[src/rtl/pipeline_hazard_ctrl_pkg.sv]
// rtl/pipeline_hazard_ctrl_pkg.sv - shared types and constants for the IF/ID issue controller
//
// Purpose: FSM state encoding, default write-back latency and counter width,
//          scoreboard geometry and a helper that sizes the per-register counters.
// Ports:   none (package).
package pipeline_hazard_ctrl_pkg;

    typedef enum logic [1:0] {
        PHC_RUN    = 2'd0,
        PHC_DRAIN  = 2'd1,
        PHC_HALTED = 2'd2
    } phc_state_e;

    localparam int PHC_WB_LATENCY_DEF = 3;
    localparam int PHC_CNT_W_DEF      = 16;
    localparam int PHC_NUM_REGS       = 8;
    localparam int PHC_REG_AW         = 3;

    // Bits needed to hold the values 0..lat; at least one bit.
    function automatic int phc_cnt_width(input int lat);
        int w;
        w = 1;
        while ((1 << w) < (lat + 1)) begin
            w = w + 1;
        end
        return w;
    endfunction

endpackage

[src/rtl/pipeline_hazard_ctrl_reg_scoreboard.sv]
// rtl/pipeline_hazard_ctrl_reg_scoreboard.sv - write-back scoreboard of in-flight destination registers
//
// Purpose: one down-counter per architectural register R1..R7. A producer that
//          issues loads WB_LATENCY into its destination counter; every counter
//          that is nonzero decrements on each edge. R0 is never busy.
// Ports:
//   clk, rst                 clock, asynchronous active-low reset
//   load, load_addr          issue edge of a register-writing instruction and its destination
//   rd_addr1, rd_addr2       source registers of the instruction in ID
//   busy                     bit r set while the counter of register r is nonzero
//   hazard1, hazard2         source register 1 / 2 is still in flight
module reg_scoreboard
    import pipeline_hazard_ctrl_pkg::*;
#(
    parameter int WB_LATENCY = PHC_WB_LATENCY_DEF
) (
    input  logic                    clk,
    input  logic                    rst,
    input  logic                    load,
    input  logic [PHC_REG_AW-1:0]   load_addr,
    input  logic [PHC_REG_AW-1:0]   rd_addr1,
    input  logic [PHC_REG_AW-1:0]   rd_addr2,
    output logic [PHC_NUM_REGS-1:0] busy,
    output logic                    hazard1,
    output logic                    hazard2
);

    localparam int            CW       = phc_cnt_width(WB_LATENCY);
    localparam logic [CW-1:0] LOAD_VAL = CW'(WB_LATENCY);

    logic [CW-1:0] cnt_q [1:PHC_NUM_REGS-1];
    logic [CW-1:0] cnt_d [1:PHC_NUM_REGS-1];

    // Load takes priority over the free-running decrement.
    always_comb begin
        cnt_d = cnt_q;
        for (int r = 1; r < PHC_NUM_REGS; r++) begin
            if (cnt_q[r] != '0) begin
                cnt_d[r] = cnt_q[r] - 1'b1;
            end
            if (load && (load_addr == PHC_REG_AW'(r))) begin
                cnt_d[r] = LOAD_VAL;
            end
        end
    end

    always_ff @(posedge clk or negedge rst) begin
        if (!rst) begin
            for (int r = 1; r < PHC_NUM_REGS; r++) begin
                cnt_q[r] <= '0;
            end
        end else begin
            for (int r = 1; r < PHC_NUM_REGS; r++) begin
                cnt_q[r] <= cnt_d[r];
            end
        end
    end

    always_comb begin
        busy = '0;
        for (int r = 1; r < PHC_NUM_REGS; r++) begin
            busy[r] = (cnt_q[r] != '0);
        end
    end

    // busy[0] is constant 0, so a zero source never raises a hazard.
    // Reads use the pre-edge counts, so an instruction that reads and
    // writes the same register only waits on an older producer.
    assign hazard1 = busy[rd_addr1];
    assign hazard2 = busy[rd_addr2];

endmodule

[src/rtl/pipeline_hazard_ctrl.sv]
// rtl/pipeline_hazard_ctrl.sv - IF/ID issue controller: RAW stalls, branch squash, debug halt/drain
//
// Purpose: stalls decode while a source register is still in flight, squashes
//          the wrong-path fetch on a taken branch, and sequences a debug halt
//          that waits for the scoreboard to drain.
// Ports:
//   clk, rst                         clock, asynchronous active-low reset
//   decoding_op_src1/src2            ID source registers (0 = none)
//   id_op_writes_reg, id_dest        ID instruction writes back, and where
//   id_branch_taken                  branch condition true for the ID instruction
//   ext_stall_req                    instruction memory not ready
//   halt_req                         debug halt request (level)
//   instruction_fetch_en             IF may advance
//   instruction_decode_en            ID issues this edge (0 = bubble, hold IR)
//   pipeline_flush                   IF substitutes a NOP at this edge
//   halted                           pipeline drained and frozen
//   sb_busy                          per-register scoreboard busy bits
//   stall_count                      saturating count of hazard-stall cycles
module pipeline_hazard_ctrl
    import pipeline_hazard_ctrl_pkg::*;
#(
    parameter int WB_LATENCY = PHC_WB_LATENCY_DEF,
    parameter int CNT_W      = PHC_CNT_W_DEF
) (
    input  logic                    clk,
    input  logic                    rst,
    input  logic [PHC_REG_AW-1:0]   decoding_op_src1,
    input  logic [PHC_REG_AW-1:0]   decoding_op_src2,
    input  logic                    id_op_writes_reg,
    input  logic [PHC_REG_AW-1:0]   id_dest,
    input  logic                    id_branch_taken,
    input  logic                    ext_stall_req,
    input  logic                    halt_req,
    output logic                    instruction_fetch_en,
    output logic                    instruction_decode_en,
    output logic                    pipeline_flush,
    output logic                    halted,
    output logic [PHC_NUM_REGS-1:0] sb_busy,
    output logic [CNT_W-1:0]        stall_count
);

    phc_state_e       state_q, state_d;
    logic             halted_q, halted_d;
    logic [CNT_W-1:0] stall_cnt_q, stall_cnt_d;

    logic hazard1, hazard2, hazard;
    logic issue, sb_load, stall_inc;

    reg_scoreboard #(
        .WB_LATENCY (WB_LATENCY)
    ) u_sb (
        .clk       (clk),
        .rst       (rst),
        .load      (sb_load),
        .load_addr (id_dest),
        .rd_addr1  (decoding_op_src1),
        .rd_addr2  (decoding_op_src2),
        .busy      (sb_busy),
        .hazard1   (hazard1),
        .hazard2   (hazard2)
    );

    assign hazard = hazard1 | hazard2;

    // rst is folded in so the enables and flush are 0 while reset is held,
    // independent of whatever the ID inputs are doing.
    assign issue = rst && (state_q == PHC_RUN) && !hazard && !ext_stall_req && !halt_req;

    assign instruction_decode_en = issue;
    assign instruction_fetch_en  = issue;
    // Combinational so the wrong-path instruction is replaced in the same edge.
    assign pipeline_flush        = issue && id_branch_taken;

    assign sb_load = issue && id_op_writes_reg && (id_dest != '0);

    // A cycle lost to a memory wait is not counted as a hazard stall.
    assign stall_inc = (state_q == PHC_RUN) && hazard && !ext_stall_req;

    always_comb begin
        stall_cnt_d = stall_cnt_q;
        if (stall_inc && (stall_cnt_q != {CNT_W{1'b1}})) begin
            stall_cnt_d = stall_cnt_q + 1'b1;
        end
    end

    always_comb begin
        state_d = state_q;
        case (state_q)
            PHC_RUN: begin
                if (halt_req) begin
                    state_d = PHC_DRAIN;
                end
            end
            PHC_DRAIN: begin
                // A dropped request wins over a drain that completes on the same edge.
                if (!halt_req) begin
                    state_d = PHC_RUN;
                end else if (sb_busy == '0) begin
                    state_d = PHC_HALTED;
                end
            end
            PHC_HALTED: begin
                if (!halt_req) begin
                    state_d = PHC_RUN;
                end
            end
            default: state_d = PHC_RUN;
        endcase
        halted_d = (state_d == PHC_HALTED);
    end

    always_ff @(posedge clk or negedge rst) begin
        if (!rst) begin
            state_q     <= PHC_RUN;
            halted_q    <= 1'b0;
            stall_cnt_q <= '0;
        end else begin
            state_q     <= state_d;
            halted_q    <= halted_d;
            stall_cnt_q <= stall_cnt_d;
        end
    end

    assign halted      = halted_q;
    assign stall_count = stall_cnt_q;

endmodule
[config.mk]
export PLATFORM = sky130hd
export DESIGN_NAME = pipeline_hazard_ctrl
export DESIGN_NICKNAME = d
export VERILOG_FILES = /design/src/rtl/pipeline_hazard_ctrl_pkg.sv /design/src/rtl/pipeline_hazard_ctrl_reg_scoreboard.sv /design/src/rtl/pipeline_hazard_ctrl.sv
export SDC_FILE = /design/constraint.sdc
export NUM_CORES = 1
export LEC_CHECK = 0
export ABC_AREA = 1
export CAP_MARGIN = 0
export CORE_MARGIN = 2
export CORE_UTILIZATION = 47
export DETAILED_ROUTE_END_ITERATION = 8
export PLACE_DENSITY_LB_ADDON = 0.25
export SLEW_MARGIN = 40
export SYNTH_ARGS = -nofsm -noshare
export SYNTH_HDL_FRONTEND = slang
export SYNTH_SLANG_ARGS = --single-unit
[constraint.sdc]
create_clock -name clk -period 2 [get_ports clk]
set_input_delay 0.5 -clock clk [delete_from_list [all_inputs] [get_ports clk]]
set_output_delay 0.5 -clock clk [all_outputs]
set_load 0.005 [all_outputs]
==> impl_metrics.ini <==
[cells_and_area]
most-common-layout-cells = nand2_1, dfrtp_1, buf_4
area_growth_syn_to_layout_pct = 41.6
drive_gt1_share_pct = 24.7
nets = 409
final_common_cell = nand2_1
regArea_um2 = 826
antenna_cells = 0
final_area_um2 = 3150
fill_cells = 418
multi_input_area_um2 = 1380

[global_route]
first_global_vias = 2148
grt_start_max_net_pins = 34
antenna_found_initial = 0
grt_pass1_wl_um = 9310
grt-ovfl-total = 0
grt_util_all_layers_pct = 22.7

[timing]
skew_ns = 0.00619
rsz0062_at_grt = yes
final_hold_viol_count = 0
fmax_ghz = 0.460
worst_slack_ns = -0.174
tns_ns = -0.496
min_period_ns = 2.17
setup_viol = 3
hold_slack_ns = 0.519
finalCritPeriodShare_pct = 109
slew_violations = 0

[setup_path]
critical-path-max-stage-delay_ns = 0.56
startpoint_type = primary input
critPathSlowestCell = clkdlybuf4s50_1
r2r_cells = 15
required_ns = 1.50
cp.arrival_ns = 1.67
regToRegSetupSlack_ns = 0.05
critPathTopFamily = buffers and inverters
path_buf_inv = 4
r2r-start = u_sb.cnt_q[10]
cp_cell_sequence = clkdlybuf4s50_1 > inv_1 > nand2_2 > buf_6 > nand3_4 > nor3_4 > buf_2
worst_setup_path_end_kind = output pin
path_depth = 7
worstPathMaxFanout = 2
reg2reg_to = u_sb.cnt_q[3]
critPathKind = in2out

[floorplan]
core_um2 = 4630
dieArea_um2 = 5300
die_w_um = 72.8
start_util_pct = 48.1
rows = 25
io_pins = 43
fp.dieH_um = 72.8

[yosys]
ys_warn_count = 0
synth.yosys.seq_area_share_pct = 37.1
syn_inst = 305
synth.cell_area_um2 = 2230
synthArstFlopShare_pct = 100
synth-edff-count = 0
synth_cell_types = 25
ys_dominant_reg_cell = dfrtp_1
syn_nets = 334
syn_area_per_cell_um2 = 7.30
ys_ff_latch = 33

[status]
violations = negative setup slack
status = finished, violations left

[placed_design]
portBuffers = 41
gp_congestion = 0.884
dpl-instance-area_um2 = 2850
dp_hpwl_um = 3980

[min_path]
hold_path.class = reg2reg
holdCritStartpoint = u_sb.cnt_q[11]
worstHoldEndpoint = u_sb.cnt_q[11]
hold_path_depth = 2

[routing]
drc = 0
vias_per_cell = 5.12
via_count = 2222
drtIter0Drc = 120
ant_nets = 0
drt_wl_total_um = 5700
dr.pass1.iters = 4
avgRoutedWirePerCell_um = 13.1

[job]
max_cap_viol_count = 0

[clock_tree]
ctsHoldBuffers = 0
cts_max_path_buffers = 2
insertion_delay_ns = 0.29
cts_tree = built
cts-root-buf = clkbuf_8
path_clk_slew_ns = 0.06
cts-buffers-inserted = 5
cts.sinks = 33
cts_max_level = 2

[power]
p_total_mw = 3.41
p_leak_nw = 1.58
peakVddDrop_uv = 707
power_density_nw_per_um2 = 1080
[routing by layer]
metal | wire length, um | track usage, %
met5 | 0 | 0
met4 | 127 | 8.23
met3 | 192 | 4.56
met2 | 3040 | 41.4
met1 | 2340 | 26.1
[worst max-delay path by stage]
stage                                 to           startpoint  slack [ns]
finish              instruction_fetch_en  decoding_op_src2[2]       -0.17
global route        instruction_fetch_en       u_sb.cnt_q[11]       -0.29
CTS                 instruction_fetch_en        u_sb.cnt_q[1]       -0.15
detailed placement        pipeline_flush  decoding_op_src2[0]       -0.78
global placement          pipeline_flush  decoding_op_src2[0]       -0.71
floorplan           instruction_fetch_en       u_sb.cnt_q[12]        0.02
[area by class of cell]
type,instances,share of cell area (%)
repair buffers,73,19.9
flip-flops and latches,33,26.2
clock buffers,7,2.74
multi-input cells,222,43.7
well taps,54,2.14
inverters,45,5.36
[power breakdown]
| group | internal [mW] | total (mW) | switching, mW |
|---|---|---|---|
| clock network | 0.273 | 0.510 | 0.237 |
| logic | 0.926 | 1.88 | 0.954 |
| registers | 0.870 | 1.02 | 0.153 |
[registers in the layout, indices dropped and copies added, names as in the netlist]
name         count
u_sb.cnt_q      14
state_q          2
halted           1
stall_count     16
[cells by family after synthesis]
| logic type | synth area share, % |
|---|---|
| XOR/XNOR | 7.47 |
| other | 0.168 |
| adder cells (fa/ha/maj) | 7.87 |
| AND/OR/NAND/NOR | 34.8 |
| buffers and inverters | 9.38 |
| flip-flops | 37.1 |
| AO/OA/AOI/OAI | 3.20 |
[per-stage QoR]
step,cells,utilization [%],setup WS (ns)
3_5_place_dp,417,61.5,-0.776
3_3_place_gp,417,61.5,-0.706
5_1_grt,434,68.1,-0.292
6_report,434,68.1,-0.174
2_1_floorplan,305,-,0.0165
4_1_cts,433,67.3,-0.148
[timing repair]
action | CTS | global route
resized for setup | 70 | 10
pin swaps | 16 | 6
buffers inserted | 9 | 1
setup endpoints to repair | 26 | 3
[worst reg2reg max path, cell delays in order, from the launching register on]
cell and delay, ns:
dfrtp_1 0.37, inv_2 0.05, ha_1 0.18, inv_1 0.06, nand2_1 0.05, nand3_1 0.10
nand3_1 0.08, nand2_1 0.08, nor2_2 0.04, buf_4 0.12, buf_4 0.12, buf_4 0.12
buf_4 0.12, buf_4 0.15, nand4_1 0.13, nand2_1 0.07
[Yosys cell counts, types with 2 or more instances]
library cell,n,area share [%]
xor2_1,14,5.5
nor2_1,20,3.4
nand2_1,97,16
buf_2,2,0.45
dfrtp_1,33,37
a21oi_1,2,0.45
nand3_1,32,7.2
and3_1,2,0.56
nand3_2,3,1.3
o21ai_0,9,2.0
buf_4,2,0.67
nor3_1,6,1.3
inv_1,44,7.4
xnor2_1,5,2.0
ha_1,14,7.9
nor4_1,2,0.56
nand4_1,10,2.8
(Power assumes the default switching activity.)
